--- config.mk ---
export PLATFORM = sky130hd
export DESIGN_NAME = alu_issue_stage
export DESIGN_NICKNAME = d
export VERILOG_FILES = /design/src/rtl/cpu_pkg.sv /design/src/rtl/operand_bypass.sv /design/src/rtl/alu_issue_stage.sv
export SDC_FILE = /design/constraint.sdc
export NUM_CORES = 1
export LEC_CHECK = 0
export ABC_AREA = 1
export CAP_MARGIN = 5
export CORE_MARGIN = 8
export CORE_UTILIZATION = 35
export CTS_BUF_LIST = sky130_fd_sc_hd__clkbuf_16
export CTS_CLUSTER_DIAMETER = 120
export CTS_CLUSTER_SIZE = 20
export DETAILED_ROUTE_END_ITERATION = 10
export PLACE_DENSITY = 0.78
export SYNTH_ARGS = -nofsm -noshare
export SYNTH_HDL_FRONTEND = slang
export SYNTH_SLANG_ARGS = --single-unit
--- constraint.sdc ---
create_clock -name clk -period 1.1 [get_ports clk]
set_input_delay 0.165 -clock clk [delete_from_list [all_inputs] [get_ports clk]]
set_output_delay 0.165 -clock clk [all_outputs]
set_load 0.02 [all_outputs]
--- src/rtl/cpu_pkg.sv ---
// cpu_pkg: shared CPU-wide types and constants.
//   alu_mode_t    - ALU operation codes. All eight codes are legal.
//   issue_state_t - occupancy state of the ALU issue register. Its values are
//                   the constants EMPTY and FULL.
//   REG_ADDR_WIDTH, ZERO_REG - register file geometry. Register 0 is hardwired
//                   to zero.
package cpu_pkg;

    localparam int REG_ADDR_WIDTH = 5;
    localparam int ZERO_REG       = 0;

    typedef enum logic [2:0] {
        ADD  = 3'd0,
        SUB  = 3'd1,
        AND  = 3'd2,
        OR   = 3'd3,
        XOR  = 3'd4,
        SLL  = 3'd5,
        SRL  = 3'd6,
        PASS = 3'd7
    } alu_mode_t;

    // A plain one-bit vector with named constants keeps this type compatible
    // with older tools that only accept constant-encoded state registers.
    typedef logic [0:0] issue_state_t;
    localparam issue_state_t EMPTY = 1'b0;
    localparam issue_state_t FULL  = 1'b1;

endpackage

--- src/rtl/operand_bypass.sv ---
// operand_bypass: combinational source-operand resolver.
// Optional feature macro: ALU_ISSUE_FORWARD_EN (write-back forwarding).
// Ports:
//   addr     in  ADDR_WIDTH  source register address
//   rf_data  in  DATA_WIDTH  register-file read data for addr
//   wb_valid in  1           write-back commits this cycle
//   wb_addr  in  ADDR_WIDTH  write-back register
//   wb_data  in  DATA_WIDTH  write-back value
//   data     out DATA_WIDTH  resolved operand value
// Register 0 always resolves to zero. When forwarding is built in, a
// same-cycle write-back to addr takes priority over the register file. The
// wb_* inputs are ignored when forwarding is not built in.
module operand_bypass
    import cpu_pkg::*;
#(
    parameter int DATA_WIDTH = 32,
    parameter int ADDR_WIDTH = REG_ADDR_WIDTH
) (
    input  logic [ADDR_WIDTH-1:0] addr,
    input  logic [DATA_WIDTH-1:0] rf_data,
    input  logic                  wb_valid,
    input  logic [ADDR_WIDTH-1:0] wb_addr,
    input  logic [DATA_WIDTH-1:0] wb_data,
    output logic [DATA_WIDTH-1:0] data
);

    // The zero-register check comes first. Because of that, a write-back
    // aimed at x0 can never be forwarded.
    always_comb begin
        data = rf_data;
        if (addr == ADDR_WIDTH'(ZERO_REG)) begin
            data = '0;
        end
`ifdef ALU_ISSUE_FORWARD_EN
        else if (wb_valid && (wb_addr == addr)) begin
            data = wb_data;
        end
`endif
    end

`ifndef ALU_ISSUE_FORWARD_EN
    logic unused_wb;
    assign unused_wb = ^{wb_valid, wb_addr, wb_data};
`endif

endmodule

--- src/rtl/alu_issue_stage.sv ---
// alu_issue_stage: execute-stage input register placed in front of the ALU.
// Optional feature macro: ALU_ISSUE_FORWARD_EN. When defined, the stage
//   forwards write-back data when it accepts an op, and refreshes the held
//   operands while stalled.
// Ports:
//   clk, rst_n            clock; asynchronous active-low reset
//   flush                 kills the held op; blocks acceptance while high
//   in_valid / in_ready   decode-side handshake
//   in_mode, in_rs1, in_rs2, in_rd, in_use_imm, in_imm
//                         decoded op
//   rf_rd1 / rf_rd2       async register-file read data for in_rs1 / in_rs2
//   wb_valid, wb_addr, wb_data
//                         write-back port, used for forwarding
//   ex_valid / ex_ready   ALU-side handshake
//   ex_mode, ex_op1, ex_op2, ex_rd
//                         registered ALU inputs and destination
module alu_issue_stage
    import cpu_pkg::*;
#(
    parameter int DATA_WIDTH = 32,
    parameter int ADDR_WIDTH = REG_ADDR_WIDTH
) (
    input  logic                  clk,
    input  logic                  rst_n,
    input  logic                  flush,
    input  logic                  in_valid,
    output logic                  in_ready,
    input  logic [2:0]            in_mode,
    input  logic [ADDR_WIDTH-1:0] in_rs1,
    input  logic [ADDR_WIDTH-1:0] in_rs2,
    input  logic [ADDR_WIDTH-1:0] in_rd,
    input  logic                  in_use_imm,
    input  logic [DATA_WIDTH-1:0] in_imm,
    input  logic [DATA_WIDTH-1:0] rf_rd1,
    input  logic [DATA_WIDTH-1:0] rf_rd2,
    input  logic                  wb_valid,
    input  logic [ADDR_WIDTH-1:0] wb_addr,
    input  logic [DATA_WIDTH-1:0] wb_data,
    output logic                  ex_valid,
    input  logic                  ex_ready,
    output logic [2:0]            ex_mode,
    output logic [DATA_WIDTH-1:0] ex_op1,
    output logic [DATA_WIDTH-1:0] ex_op2,
    output logic [ADDR_WIDTH-1:0] ex_rd
);

    issue_state_t          state;
    logic [ADDR_WIDTH-1:0] held_rs1;
    logic [ADDR_WIDTH-1:0] held_rs2;
    logic                  held_use_imm;
    logic [DATA_WIDTH-1:0] op1_sel;
    logic [DATA_WIDTH-1:0] op2_reg;
    logic [DATA_WIDTH-1:0] op2_sel;
    logic                  accept;
    logic                  refresh1;
    logic                  refresh2;

    // A FULL register can take a new op in the same cycle the ALU drains the
    // current one, so back-to-back ops need no bubble. flush overrides this
    // and blocks acceptance so the killed slot stays empty.
    assign in_ready = !flush && ((state == EMPTY) || ex_ready);
    assign accept   = in_valid && in_ready;
    assign ex_valid = (state == FULL);

    operand_bypass #(
        .DATA_WIDTH(DATA_WIDTH),
        .ADDR_WIDTH(ADDR_WIDTH)
    ) u_bypass_rs1 (
        .addr     (in_rs1),
        .rf_data  (rf_rd1),
        .wb_valid (wb_valid),
        .wb_addr  (wb_addr),
        .wb_data  (wb_data),
        .data     (op1_sel)
    );

    operand_bypass #(
        .DATA_WIDTH(DATA_WIDTH),
        .ADDR_WIDTH(ADDR_WIDTH)
    ) u_bypass_rs2 (
        .addr     (in_rs2),
        .rf_data  (rf_rd2),
        .wb_valid (wb_valid),
        .wb_addr  (wb_addr),
        .wb_data  (wb_data),
        .data     (op2_reg)
    );

    // An immediate operand replaces rs2 completely, so no bypass applies.
    assign op2_sel = in_use_imm ? in_imm : op2_reg;

    // While the op is stalled, a write-back to one of its source registers
    // overwrites the captured value. This keeps the ALU from consuming stale
    // data. Held addresses of x0 never match, because wb_addr must be
    // nonzero.
`ifdef ALU_ISSUE_FORWARD_EN
    assign refresh1 = wb_valid && (wb_addr != ADDR_WIDTH'(ZERO_REG))
                      && (wb_addr == held_rs1);
    assign refresh2 = wb_valid && (wb_addr != ADDR_WIDTH'(ZERO_REG))
                      && (wb_addr == held_rs2) && !held_use_imm;
`else
    assign refresh1 = 1'b0;
    assign refresh2 = 1'b0;
    logic unused_held;
    assign unused_held = ^{held_rs1, held_rs2, held_use_imm};
`endif

    // Priority, highest first: flush, new op, drain, stall-with-refresh.
    // flush and drain only clear the state; the stale data left in the
    // ex_* registers is masked because ex_valid is low.
    always_ff @(posedge clk or negedge rst_n) begin
        if (!rst_n) begin
            state        <= EMPTY;
            ex_mode      <= ADD;
            ex_op1       <= '0;
            ex_op2       <= '0;
            ex_rd        <= '0;
            held_rs1     <= '0;
            held_rs2     <= '0;
            held_use_imm <= 1'b0;
        end else if (flush) begin
            state <= EMPTY;
        end else if (accept) begin
            state        <= FULL;
            ex_mode      <= in_mode;
            ex_op1       <= op1_sel;
            ex_op2       <= op2_sel;
            ex_rd        <= in_rd;
            held_rs1     <= in_rs1;
            held_rs2     <= in_rs2;
            held_use_imm <= in_use_imm;
        end else if ((state == FULL) && ex_ready) begin
            state <= EMPTY;
        end else if (state == FULL) begin
            if (refresh1) begin
                ex_op1 <= wb_data;
            end
            if (refresh2) begin
                ex_op2 <= wb_data;
            end
        end
    end

endmodule
## After elaboration in Yosys (flattened, before gate mapping)

Index checks and enable logic that the tools add are counted.

- Mux-type cells: 6
- Bitwise logic cells: 2
- Reductions and logical operators: 9

Operators with widths:

| kind | count |
|---|---|
| $mux 32 | 3 |
| $logic_not 5->1 | 2 |
| $logic_and 1x1->1 | 3 |
| $mux 1 | 3 |
| $reduce_bool 3->1 | 1 |
| $not 1->1 | 2 |
| $reduce_and 2->1 | 1 |
| $logic_not 1->1 | 1 |
| $logic_or 1x1->1 | 1 |

- Register bits after elaboration: 73
- Output and inout bits: 74
- Word-level logic and storage cells: 22
- Input port bits: 158

## Longest topological paths before layout

- Depth in word-level cells: 6
- Mapped depth: 7
- Gate-level depth less buffers: 6

## Hierarchy

From an unflattened synthesis, not the netlist that was laid out.

- Cell total of the unflattened synthesis: 568
- Area, all modules: 3985.1 µm²

Modules (own cells, without submodules):

| module | seq. area each (µm²) | cells each | instances | area each (µm²) |
|---|---|---|---|---|
| alu_issue_stage | 1826.8 | 426 | 1 | 3369.5 |
| operand_bypass | 0.0 | 71 | 2 | 307.8 |

## Least setup slack after synthesis

Ideal clock, no wire load.

- Path type: register -> register
- From: register state (netlist: ex_valid)
- To: register ex_op2[11]
- Path buffers: 2
- Period minus slack after synthesis: 1183 ps
- Path slack: -83 ps
- Arrival: 1064 ps
- Data required time: 981 ps
- Cell stages (with the launch flop): 7
- Library setup time: 119 ps
- Cells stage by stage: dfrtp_1 -> nand2_2 -> nand3_4 -> buf_6 -> buf_8 -> nor2_2 -> a21oi_2

- Longest elaborated chain between the ends: 5

RTL lines:

| element | RTL line | source |
|---|---|---|
| start: declaration | alu_issue_stage.sv:47 | `issue_state_t state;` |
| start signal: assignment | alu_issue_stage.sv:113 | `state <= EMPTY;` |
| start signal: assignment | alu_issue_stage.sv:122 | `state <= EMPTY;` |
| start signal: assignment | alu_issue_stage.sv:124 | `state <= FULL;` |
| $not 1->1 | alu_issue_stage.sv:61 | `assign in_ready = !flush && ((state == EMPTY) \|\| ex_ready);` |
| $logic_or 1x1->1 | alu_issue_stage.sv:61 |  |
| $logic_and 1x1->1 | alu_issue_stage.sv:61 |  |
| $logic_and 1x1->1 | alu_issue_stage.sv:62 | `assign accept = in_valid && in_ready;` |
| $reduce_and 2->1 (no source line) | n/a |  |
| end signal: assignment | alu_issue_stage.sv:127 | `ex_op2 <= op2_sel;` |
| end signal: assignment | alu_issue_stage.sv:139 | `ex_op2 <= wb_data;` |
| end: declaration | alu_issue_stage.sv:43 | `output logic [DATA_WIDTH-1:0] ex_op2,` |

No other way between the ends.
A chain may end at the register's enable or synchronous reset.

## Worst setup path in the final report

- From: register state (netlist: ex_valid)
- To: output ex_valid

RTL lines:

| element | RTL line | source |
|---|---|---|
| end: declaration | alu_issue_stage.sv:39 | `output logic ex_valid,` |

No word-level cell between the ends.

==> reports/results.env <==
INTPOWER_mW=6.11
TIMING.CRITICAL_PATH.SLOWEST_CELL_DELAY_NS=0.42
AVGVIACOUNTPERCELL=4.48
POWER_FRAC_COMB_PCT=31.6
AREAGROWTHSYNTHTOFINISH_PCT=70.8
DRC_VIOLATIONS_LEFT=0
GP_ROUTABILITY_CONGESTION=0.865
SEQUENTIAL_TO_TOTAL_AREA_SHARE_FROM_YOSYS_STAT_PCT=46.3
POSTSYNTHCELLCOUNT=557
CTS.CLK_SLEW.WORST_PATHS_NS=0.06
DRTITER0DRC=281
R2R-END='ex_op1[7]'
FINALWORSTPATHREQUIREDPERIOD_NS=1.25
CRITICAL_PATH_CLASS='reg2out'
CRIT_PATH_TOP_DELAY_CELL='sky130_fd_sc_hd__dfrtp_2'
LEAKAGEPOWER_nW=3.82
DETAILEDPLACE.WORSTSLACK_NS=-0.637
RELSLEWSLACK_PCT=75.1
NETLIST_AREA_UM2=3940
VIOLATIONS='negative setup slack'
CTS_BUFFERS=9
YOSYS_WARNINGS=0
POST_SYNTH_NUM_CELL_TYPES=16
VIAS=4075
DRV_CAP=0
SYNTH_SEQ_CELLS=73
ARRIVAL_NS=1.08
FLOORPLAN.DIE.WIDTH_UM=122
PER_CELL_ROUTED_WIRE_LENGTH_UM=15.3
GLOBAL_ROUTER_S_OVERALL_RESOURCE_USAGE_PCT=18.0
CLOCK_LATENCY_NS=0.32
CTSROOTBUFFERMASTER='sky130_fd_sc_hd__clkbuf_16'
FIN_NETS=923
WORSTHOLDPATHCELLS=3
H-TREE-DEPTH=3
POWER.DENSITY_nW_PER_UM2=1350
HOLD_PATH_END='ex_valid'
FLOORPLAN.ROWS=38
SETUP_REPAIR_AFTER_GLOBAL_ROUTING_MISSED_ITS_MARGIN='true'
GRT_START_MAX_NET_PINS=46
POSTSYNTHNETCOUNT=715
OUTCOME='complete, but fails checks'
PLACE.DETAILED.HPWL_UM=9480
TIGHTEST_SLEW_NS=0.373
TIMING_HOLD_VIOLATIONS_FINAL=0
STARTPOINT_TYPE='flop'
IO_BUFFER_COUNT=193
GLOBAL_ROUTE_WIRE_LENGTH_BEFORE_REPAIR_UM=21600
DIE-HEIGHT_UM=122
R2R-START='ex_valid'
MAX_CLOCK_FREQ_MHz=800
NET_SW_SHARE_PCT=33.0
GRT_PASS1_VIAS=4311
TRITONCTS_CLOCK_TREE='yes'
REQUIRED_TIME_AT_THE_ENDPOINT_OF_THE_CRITICAL_PATH_NS=0.94
POST-ROUTE-PERIOD-UTIL_PCT=114
HOLD_WS_NS=0.304
STDCELL_AREA_UM2=6730
TIMING.CLOCK.SKEW_NS=0.00696
POWER_FRAC_SEQ_PCT=36.7
INITIAL_UTILIZATION_PCT=36.0
TOTALWIRELENGTH_UM=13900
CRITPATHTOPFAMILY='flip-flops'
PEAKVDDDROP_mV=0.737
TIMING.HOLD.WORST.CLASS='in2reg'
INITIAL_ANTENNA_VIOLATION_COUNT=0
CLKSINKCOUNT=73
CTS_MAX_PATH_BUFS=2
GLOBAL_ROUTE.OVERFLOW_TOTAL=0
INSERTEDDIODECOUNT=0
CLOCK_POWER_SHARE_PCT=31.7
PIN_COUNT=232
SETUP_VIOLATIONS=75
DRIVE_GT1_SHARE_PCT=30.9
DETAILED_PLACE.AREA_UM2=6050
CORE_AREA_UM2=10900
POST_SYNTH.CELL_AREA_AVG_UM2=7.08
FIRST_PASS_ITERS=4
WORST-R2R-SETUP-SLACK_NS=-0.15
R2R.WORST_PATH.CELLS=7
FLOORPLAN.DIE_AREA_UM2=14900
NETSWITCHINGPOWER_mW=3.01
DETAIL-ROUTE-ANTENNA-NETS=0
POST-ROUTE-WORST-SETUP-SLACK_NS=-0.150
WORSTPATHBUFFERINVERTERCOUNT=1
HOLD_CRIT_START='flush'
CRIT_PATH_CELL_TRACE='dlygate4sd2_1'
CRITICAL_PATH_PEAK_FANOUT=2
FINAL_COUNT_OF_PINS_VIOLATING_MAX_SLEW=0
WORST_SETUP_PATH_END_KIND='output pin'
[worst max path at each step]
stage / slack, ns / depth (start not counted) / startpoint / end
after floorplan: -0.05 / 6 / ex_valid / ex_op2[11]
after global placement: -0.66 / 6 / ex_ready / in_ready
after detailed placement: -0.64 / 6 / ex_ready / in_ready
after CTS: -0.20 / 4 / ex_valid / in_ready
after global routing: -0.21 / 7 / ex_valid / ex_rd[2]
final: -0.15 / 1 / ex_valid / ex_valid
[layer usage]
metal,global-route usage (%),wire length (µm),vias to the layer above
li1,-,-,2011
met3,6.15,1560,23
met1,20.2,5290,1847
met2,31.5,6770,194
met5,0,0,-
met4,5.71,270,0
[through the flow]
| step | TNS (ns) | total power [mW] | utilization [%] | cells |
|---|---|---|---|---|
| finish | -6.47 | 9.12 | 61.6 | 910 |
| global route | -12.18 | 9.61 | 61.6 | 910 |
| CTS | -8.71 | 9.09 | 59.8 | 911 |
| detailed placement | -28.80 | 6.31 | 55.3 | 877 |
| global placement | -26.98 | 6.23 | 55.3 | 877 |
| floorplan | -2.18 | 4.70 | - | 557 |
[flip-flops by register name, summed over array words and instances, names as in the netlist]
signal / cells
ex_op2: 32
ex_rd: 5
ex_valid: 1
ex_op1: 32
ex_mode: 3
[cells by family (layout without fill, tap and decap cells)]
logic type	Yosys count	count (layout)	synth area share, %
buffers and inverters	161	374	17.1
AOI/OAI and AO/OA	32	32	5.97
and+or+nand+nor	291	291	30.5
DFF	73	73	46.3
[worst min-delay path: stages]
cell	delay, ns
sky130_fd_sc_hd__dlygate4sd2_1	0.26
sky130_fd_sc_hd__buf_4	0.14
sky130_fd_sc_hd__nor2_1	0.04
[synthesized netlist by cell type]
cell type,number,area share [%]
sky130_fd_sc_hd__a21oi_1,12,1.5
sky130_fd_sc_hd__a21oi_2,20,4.4
sky130_fd_sc_hd__buf_2,21,2.7
sky130_fd_sc_hd__buf_4,4,0.76
sky130_fd_sc_hd__buf_6,1,0.29
sky130_fd_sc_hd__buf_8,2,0.76
sky130_fd_sc_hd__dfrtp_1,73,46
sky130_fd_sc_hd__inv_1,131,12
sky130_fd_sc_hd__inv_2,2,0.19
sky130_fd_sc_hd__nand2_1,184,18
sky130_fd_sc_hd__nand2_2,1,0.16
sky130_fd_sc_hd__nand3_1,33,4.2
sky130_fd_sc_hd__nand3_4,1,0.44
sky130_fd_sc_hd__nand3b_1,1,0.19
sky130_fd_sc_hd__nor2_1,51,4.9
sky130_fd_sc_hd__nor2_2,20,3.2
[layout by cell type (no fill, tap or decap), drive strengths merged]
master | synthesis | final
dlygate4sd3 | 0 | 1
nand3b | 1 | 1
nor2 | 71 | 71
nand3 | 34 | 34
a21oi | 32 | 32
inv | 133 | 133
clkdlybuf4s50 | 0 | 116
buf | 28 | 104
clkinv | 0 | 3
clkinvlp | 0 | 3
dlygate4sd2 | 0 | 2
dfrtp | 73 | 73
bufinv | 0 | 1
nand2 | 185 | 185
clkbuf | 0 | 11
[final cells by class]
class | count | area, µm²
Fill cell | 954 | 4200
Timing Repair Buffer | 225 | 2130
Sequential cell | 73 | 1830
Multi-Input combinational cell | 323 | 1790
Inverter | 133 | 512
Clock buffer | 9 | 225
Tap cell | 140 | 175
Clock inverter | 7 | 70.1
[power groups by stage]
stage / Sequential (mW) / Clock, mW / Combinational (mW)
6_report: 3.35 / 2.89 / 2.88
2_1_floorplan: 3.87 / 0 / 0.829
5_1_grt: 3.40 / 3.07 / 3.14
3_3_place_gp: 3.35 / 0 / 2.88
4_1_cts: 3.32 / 2.96 / 2.81
3_5_place_dp: 3.37 / 0 / 2.94
[repair_timing]
item	CTS	global route
pin swaps	23	31
setup buffers	9	1
gates cloned	9	2
endpoints found under the hold margin	73	0
hold buffers	1	0
endpoints found under the setup margin	137	74
resized for setup	356	57
Power figures use the tool's default switching activity.
